==> config.mk <==
export PLATFORM = sky130hd
export DESIGN_NAME = instruction_fetch_unit_flat
export DESIGN_NICKNAME = d
export VERILOG_FILES = /design/src/rtl/fetch_pkg.sv /design/src/rtl/instruction_fetch_unit_if.sv /design/src/rtl/fetch_watchdog.sv /design/src/rtl/instruction_fetch_unit.sv /design/src/flat_wrapper.sv
export SDC_FILE = /design/constraint.sdc
export NUM_CORES = 1
export LEC_CHECK = 0
export CAP_MARGIN = 20
export CORE_ASPECT_RATIO = 1.2
export CORE_MARGIN = 2
export CORE_UTILIZATION = 48
export CTS_CLUSTER_DIAMETER = 30
export DETAILED_ROUTE_END_ITERATION = 10
export PLACE_DENSITY = 0.82
export SETUP_SLACK_MARGIN = 0.4
export SLEW_MARGIN = 20
export SYNTH_ARGS = -nofsm -noshare
export SYNTH_HDL_FRONTEND = slang
export SYNTH_SLANG_ARGS = --single-unit
==> constraint.sdc <==
create_clock -name clk -period 5.73 [get_ports clk]
set_clock_uncertainty 0.05 [all_clocks]
set_input_delay 1.146 -clock clk [delete_from_list [all_inputs] [get_ports clk]]
set_output_delay 1.146 -clock clk [all_outputs]
set_load 0.05 [all_outputs]
==> src/rtl/fetch_pkg.sv <==
// Shared types and constants for the instruction fetch unit: FSM state encoding,
// the NOP substituted on a watchdog timeout, and the sequential PC step.
package fetch_pkg;

    typedef enum logic [1:0] {
        IDLE    = 2'd0,
        REQUEST = 2'd1,
        DONE    = 2'd2,
        HALTED  = 2'd3
    } fetch_state_e;

    // RISC-V canonical NOP (addi x0, x0, 0)
    localparam logic [31:0] NOP_INSTR    = 32'h0000_0013;
    localparam int unsigned PC_INCREMENT = 4;

endpackage

==> src/rtl/instruction_fetch_unit_if.sv <==
// Instruction-memory read port: request/acknowledge handshake with address and data.
// The fetch unit is the master; the memory model or controller is the slave.
interface instruction_fetch_unit_if #(
    parameter int unsigned ADDR_WIDTH = 32,
    parameter int unsigned DATA_WIDTH = 32
);
    logic                  memReadRequest;
    logic [ADDR_WIDTH-1:0] memAddress;
    logic                  memReadAck;
    logic [DATA_WIDTH-1:0] memReadData;

    modport master (
        output memReadRequest,
        output memAddress,
        input  memReadAck,
        input  memReadData
    );

    modport slave (
        input  memReadRequest,
        input  memAddress,
        output memReadAck,
        output memReadData
    );
endinterface

==> src/rtl/fetch_watchdog.sv <==
// Counts cycles spent waiting for a memory acknowledge; expire is high during the
// TIMEOUT_CYCLES-th waiting cycle. Only instantiated when FETCH_TIMEOUT_EN is defined.
module fetch_watchdog #(
    parameter int unsigned TIMEOUT_CYCLES = 16
) (
    input  logic clk,
    input  logic reset,
    input  logic clear,
    input  logic run,
    output logic expire
);
    localparam int unsigned CNT_W = (TIMEOUT_CYCLES > 1) ? $clog2(TIMEOUT_CYCLES) : 1;

    logic [CNT_W-1:0] count_q;
    logic [CNT_W-1:0] count_d;

    always_comb begin
        count_d = count_q;
        if (clear) begin
            count_d = '0;
        end else if (run) begin
            count_d = count_q + 1'b1;
        end
    end

    always_ff @(posedge clk) begin
        if (reset) begin
            count_q <= '0;
        end else begin
            count_q <= count_d;
        end
    end

    assign expire = run && (count_q == CNT_W'(TIMEOUT_CYCLES - 1));

endmodule

==> src/rtl/instruction_fetch_unit.sv <==
// Fetch stage responder: owns the PC, runs one instruction-memory read per start strobe
// and returns completion pulses. Optional memory-ack watchdog: define FETCH_TIMEOUT_EN.
module instruction_fetch_unit
    import fetch_pkg::*;
#(
    parameter int unsigned             ADDR_WIDTH     = 32,
    parameter int unsigned             DATA_WIDTH     = 32,
    parameter logic [ADDR_WIDTH-1:0]   RESET_PC       = '0,
    parameter int unsigned             TIMEOUT_CYCLES = 16
) (
    input  logic                  clk,
    input  logic                  reset,
    input  logic                  startInstructionFetch,
    input  logic                  programCounterWrite,
    input  logic                  branchTaken,
    input  logic [ADDR_WIDTH-1:0] branchTarget,
    input  logic                  haltExecution,
    instruction_fetch_unit_if.master mem,
    output logic [DATA_WIDTH-1:0] instruction,
    output logic                  instructionFetched,
    output logic [ADDR_WIDTH-1:0] programCounter,
    output logic                  programCounterUpdated,
    output logic                  busy,
    output logic                  fetchError
);

    fetch_state_e          state_q,   state_d;
    logic [ADDR_WIDTH-1:0] pc_q,      pc_d;
    logic [ADDR_WIDTH-1:0] addr_q,    addr_d;
    logic [DATA_WIDTH-1:0] instr_q,   instr_d;
    logic                  req_q,     req_d;
    logic                  fetched_q, fetched_d;
    logic                  pc_upd_q,  pc_upd_d;
    logic                  busy_q,    busy_d;
    logic                  err_q,     err_d;
    logic                  start_accept;
    logic                  wd_expire;

    assign start_accept = (state_q == IDLE) && !haltExecution && startInstructionFetch;

`ifdef FETCH_TIMEOUT_EN
    fetch_watchdog #(
        .TIMEOUT_CYCLES (TIMEOUT_CYCLES)
    ) u_fetch_watchdog (
        .clk    (clk),
        .reset  (reset),
        .clear  (start_accept),
        .run    (state_q == REQUEST),
        .expire (wd_expire)
    );
`else
    assign wd_expire = 1'b0;
`endif

    always_comb begin
        state_d   = state_q;
        pc_d      = pc_q;
        addr_d    = addr_q;
        instr_d   = instr_q;
        fetched_d = 1'b0;
        pc_upd_d  = 1'b0;
        err_d     = 1'b0;

        // PC update is independent of the fetch; the in-flight address stays in addr_q
        if (programCounterWrite && (state_q != HALTED)) begin
            pc_d     = branchTaken ? branchTarget : pc_q + ADDR_WIDTH'(PC_INCREMENT);
            pc_upd_d = 1'b1;
        end

        case (state_q)
            IDLE: begin
                if (haltExecution) begin
                    state_d = HALTED;
                end else if (startInstructionFetch) begin
                    addr_d  = pc_q;
                    state_d = REQUEST;
                end
            end
            REQUEST: begin
                // A same-cycle ack beats the watchdog
                if (mem.memReadAck) begin
                    instr_d   = mem.memReadData;
                    fetched_d = 1'b1;
                    state_d   = DONE;
                end else if (wd_expire) begin
                    instr_d   = DATA_WIDTH'(NOP_INSTR);
                    fetched_d = 1'b1;
                    err_d     = 1'b1;
                    state_d   = DONE;
                end
            end
            DONE: begin
                state_d = haltExecution ? HALTED : IDLE;
            end
            HALTED: begin
                state_d = HALTED;
            end
            default: begin
                state_d = IDLE;
            end
        endcase

        req_d  = (state_d == REQUEST);
        busy_d = (state_d == REQUEST) || (state_d == DONE);
    end

    always_ff @(posedge clk) begin
        if (reset) begin
            state_q   <= IDLE;
            pc_q      <= RESET_PC;
            addr_q    <= RESET_PC;
            instr_q   <= '0;
            req_q     <= 1'b0;
            fetched_q <= 1'b0;
            pc_upd_q  <= 1'b0;
            busy_q    <= 1'b0;
            err_q     <= 1'b0;
        end else begin
            state_q   <= state_d;
            pc_q      <= pc_d;
            addr_q    <= addr_d;
            instr_q   <= instr_d;
            req_q     <= req_d;
            fetched_q <= fetched_d;
            pc_upd_q  <= pc_upd_d;
            busy_q    <= busy_d;
            err_q     <= err_d;
        end
    end

    assign mem.memReadRequest    = req_q;
    assign mem.memAddress        = addr_q;
    assign instruction           = instr_q;
    assign instructionFetched    = fetched_q;
    assign programCounter        = pc_q;
    assign programCounterUpdated = pc_upd_q;
    assign busy                  = busy_q;

`ifdef FETCH_TIMEOUT_EN
    assign fetchError = err_q;
`else
    assign fetchError = 1'b0;
`endif

endmodule

==> src/flat_wrapper.sv <==
// flat-port wrapper written by rule: the top's interface ports become plain ports
module instruction_fetch_unit_flat import fetch_pkg::*;
#(
    parameter int unsigned             ADDR_WIDTH     = 32,
    parameter int unsigned             DATA_WIDTH     = 32,
    parameter logic [ADDR_WIDTH-1:0]   RESET_PC       = '0,
    parameter int unsigned             TIMEOUT_CYCLES = 16
)
  (clk, reset, startInstructionFetch, programCounterWrite, branchTaken, branchTarget, haltExecution, instruction, instructionFetched, programCounter, programCounterUpdated, busy, fetchError, mem_memReadRequest, mem_memAddress, mem_memReadAck, mem_memReadData);
  instruction_fetch_unit_if #(.ADDR_WIDTH(ADDR_WIDTH), .DATA_WIDTH(DATA_WIDTH)) mem_i ();
  input  logic clk;
  input  logic reset;
  input  logic startInstructionFetch;
  input  logic programCounterWrite;
  input  logic branchTaken;
  input  logic [ADDR_WIDTH-1:0] branchTarget;
  input  logic haltExecution;
  output logic [DATA_WIDTH-1:0] instruction;
  output logic instructionFetched;
  output logic [ADDR_WIDTH-1:0] programCounter;
  output logic programCounterUpdated;
  output logic busy;
  output logic fetchError;
  output wire logic [$bits(mem_i.memReadRequest)-1:0] mem_memReadRequest;
  output wire logic [$bits(mem_i.memAddress)-1:0] mem_memAddress;
  input wire logic [$bits(mem_i.memReadAck)-1:0] mem_memReadAck;
  input wire logic [$bits(mem_i.memReadData)-1:0] mem_memReadData;
  assign mem_memReadRequest = mem_i.memReadRequest;
  assign mem_memAddress = mem_i.memAddress;
  assign mem_i.memReadAck = mem_memReadAck;
  assign mem_i.memReadData = mem_memReadData;
  instruction_fetch_unit #(.ADDR_WIDTH(ADDR_WIDTH), .DATA_WIDTH(DATA_WIDTH), .RESET_PC(RESET_PC), .TIMEOUT_CYCLES(TIMEOUT_CYCLES)) u_core (.clk(clk), .reset(reset), .startInstructionFetch(startInstructionFetch), .programCounterWrite(programCounterWrite), .branchTaken(branchTaken), .branchTarget(branchTarget), .haltExecution(haltExecution), .mem(mem_i), .instruction(instruction), .instructionFetched(instructionFetched), .programCounter(programCounter), .programCounterUpdated(programCounterUpdated), .busy(busy), .fetchError(fetchError));
endmodule
==> impl_metrics.yaml <==
logic_synthesis:
  synthTopCellsByArea: "dfxtp_1, nand2_1, a21oi_1"
  netlist-cell-type-count: 60
  yosysSeqAreaShare: 0.4307
  synth-edff-count: 0
  syn-num-nets: 675
  synth_top_cell_area_share: 0.4307
  synth.ff_latch_count: 102
  synth_area_mm2: 0.004741
  synth_cells: 602
  yosysMostFrequentCell: "nand2_1"
  synthFlopType: "dfxtp_1"
  synth_common_cells: "nand2_1, dfxtp_1, a21oi_1"
  synth_top_area_cell: "dfxtp_1"
  async_flop_share: 0
  avgSynthCellArea_um2: 7.875
  yosys_warnings: 0
clock_network:
  cts_inserted_buffers: 9
  cts_tree: "yes"
  cts_htree_levels: 3
  post_cts_buffers: 0
  cts_resized: 0
  clockBufferDepth: 2
  clkTransAtPathRegs_ps: 70
  clock_latency_ps: 340
  ctsRootBufferMaster: "clkbuf_16"
  hold_buffers: 0
  clock_sinks: 102
timing:
  hold_slack_ps: 404.3
  period_share: 0.5283
  max_freq_ghz: 0.3303
  rsz0062_at_grt: "false"
  slew_violations: 0
  finalSetupViolCount: 0
  worst_pin_slew_ps: 1016
  fin_setup_tns_ps: 0
  finalHoldViolCount: 0
  fin_crit_ps: 3027
  relSlewSlack: 0.3229
routing:
  wl_per_cell_um: 16.80
  wl_um: 14510
  via_count: 4942
  antenna_left: 0
  drcViolationCount: 0
  dr.pass1.iters: 5
  vias_per_cell: 5.720
  drt_iter0_drc: 323
final_layout:
  finish.utilization: 0.6949
  layout.nets: 809
  syn_to_final_growth_pct: 40.20
  drive_gt1_frac: 0.04723
  antenna_cells: 0
floorplanning:
  start_util: 0.4957
  ioPinCount: 172
  core_mm2: 0.009564
  dieHeight_um: 112.9
  die-area_mm2: 0.01069
  dieWidth_um: 94.72
  std_cell_rows: 39
setup_path:
  crit_type: "input port to flop"
  critPathMaxFanout: 35
  crit_path_end_kind: "flop"
  worst_setup_path_start_kind: "input port"
  r2r_slack_ps: 3210
  required_ps: 5920
  cp.arrival_ps: 3220
hold_path:
  min_path_type: "flop to flop"
placement:
  dpl.hpwl_um: 9849
  place.gp.congestion: 0.8541
  io_buffers: 170
pwr:
  power_density_mw_per_mm2: 260.4
  finalPower_mw: 1.730
  p_leak_nw: 2.272
  irDropWorstVdd_mv: 0.1633
job:
  cap_viol_max_count: 0
grt:
  grt_pass1_wl_um: 22630
  grt_max_degree: 98
  antenna_found_initial: 0
  track_usage: 0.2647
  grt_overflow: 0
  grt_pass1_vias: 4520
status:
  status: "finished clean"
==> layer usage <==
metal  vias up  GRT usage  share of wire
met5         -          0              0
met4         0     0.1082          0.024
met3        26    0.04860          0.083
met2       219     0.4572           0.50
met1      2301     0.3209           0.39
li1       2396          -              -
==> power by group <==
| group | total (mW) | switching, mW | internal, mW |
|---|---|---|---|
| registers | 0.781 | 0.0416 | 0.740 |
| logic | 0.334 | 0.204 | 0.129 |
| clock network | 0.615 | 0.264 | 0.352 |
| total | 1.73 | 0.510 | 1.22 |
==> area by class of cell <==
class                      instances  area [um2]
fill                             789        2918
multi-input combinational        439        2381
sequential                       102        2042
timing repair buffer             175        1735
clock buffer                      11       242.7
tap                              123       153.9
clock inverter                     5       57.56
inverter                           9       33.78
==> sequential cells by signal, summed over array words and instances, names as in the netlist <==
signal                        cells
u_core.busy                       1
u_core.instruction               32
u_core.instructionFetched         1
u_core.mem.memAddress            32
u_core.mem.memReadRequest         1
u_core.programCounter            32
u_core.programCounterUpdated      1
u_core.state_q                    2
==> cell families (layout without fill, tap and decap cells) <==
kind of cell | Yosys count | count (layout) | share of synthesized area
multiplexers | 8 | 8 | 0.01742
buffers and inverters | 61 | 200 | 0.06835
AO/OA/AOI/OAI | 159 | 159 | 0.2088
flip-flops | 102 | 102 | 0.4307
adder cells (fa/ha/maj) | 2 | 2 | 0.005278
AND/OR/NAND/NOR | 269 | 269 | 0.2687
other | 1 | 1 | 0.0007910
==> critical path, cell delays in order <==
cell and delay, ps:
clkdlybuf4s50_1 460, a21bo_1 560, nor2_1 630, o22ai_1 150, o211a_1 260
==> stage by stage <==
stage / worst slack, ps / cells / area (um2)
2_1_floorplan: 3189 / 602 / 4741
3_3_place_gp: 2363 / 847 / 6334
3_5_place_dp: 2328 / 847 / 6334
4_1_cts: 2717 / 863 / 6634
5_1_grt: 2451 / 864 / 6646
6_report: 2703 / 864 / 6646
==> final timing paths <==
path,startpoint,end,depth (start not counted)
worst max-delay path,programCounterWrite,u_core.programCounter[28],5
worst min-delay path,u_core.mem.memAddress[6],u_core.mem.memAddress[6],2
worst max register to register,u_core.programCounter[2],u_core.programCounter[18],5
worst min register to register,u_core.mem.memAddress[6],u_core.mem.memAddress[6],2
==> layout by cell type, fill, tap and decap left out, drive strengths merged, types with 6 or more instances in the layout <==
cell	instances
a21oi	81
nor3	12
dfxtp	102
and4	10
clkdlybuf4s50	168
nor2	22
or3	6
nand2	160
o31ai	6
a31oi	19
nand4	14
a32o	7
nand3	13
mux2i	6
o21ai	11
and3	9
inv	10
clkbuf	11
buf	7
No activity file was read; power rests on OpenSTA's default activity.
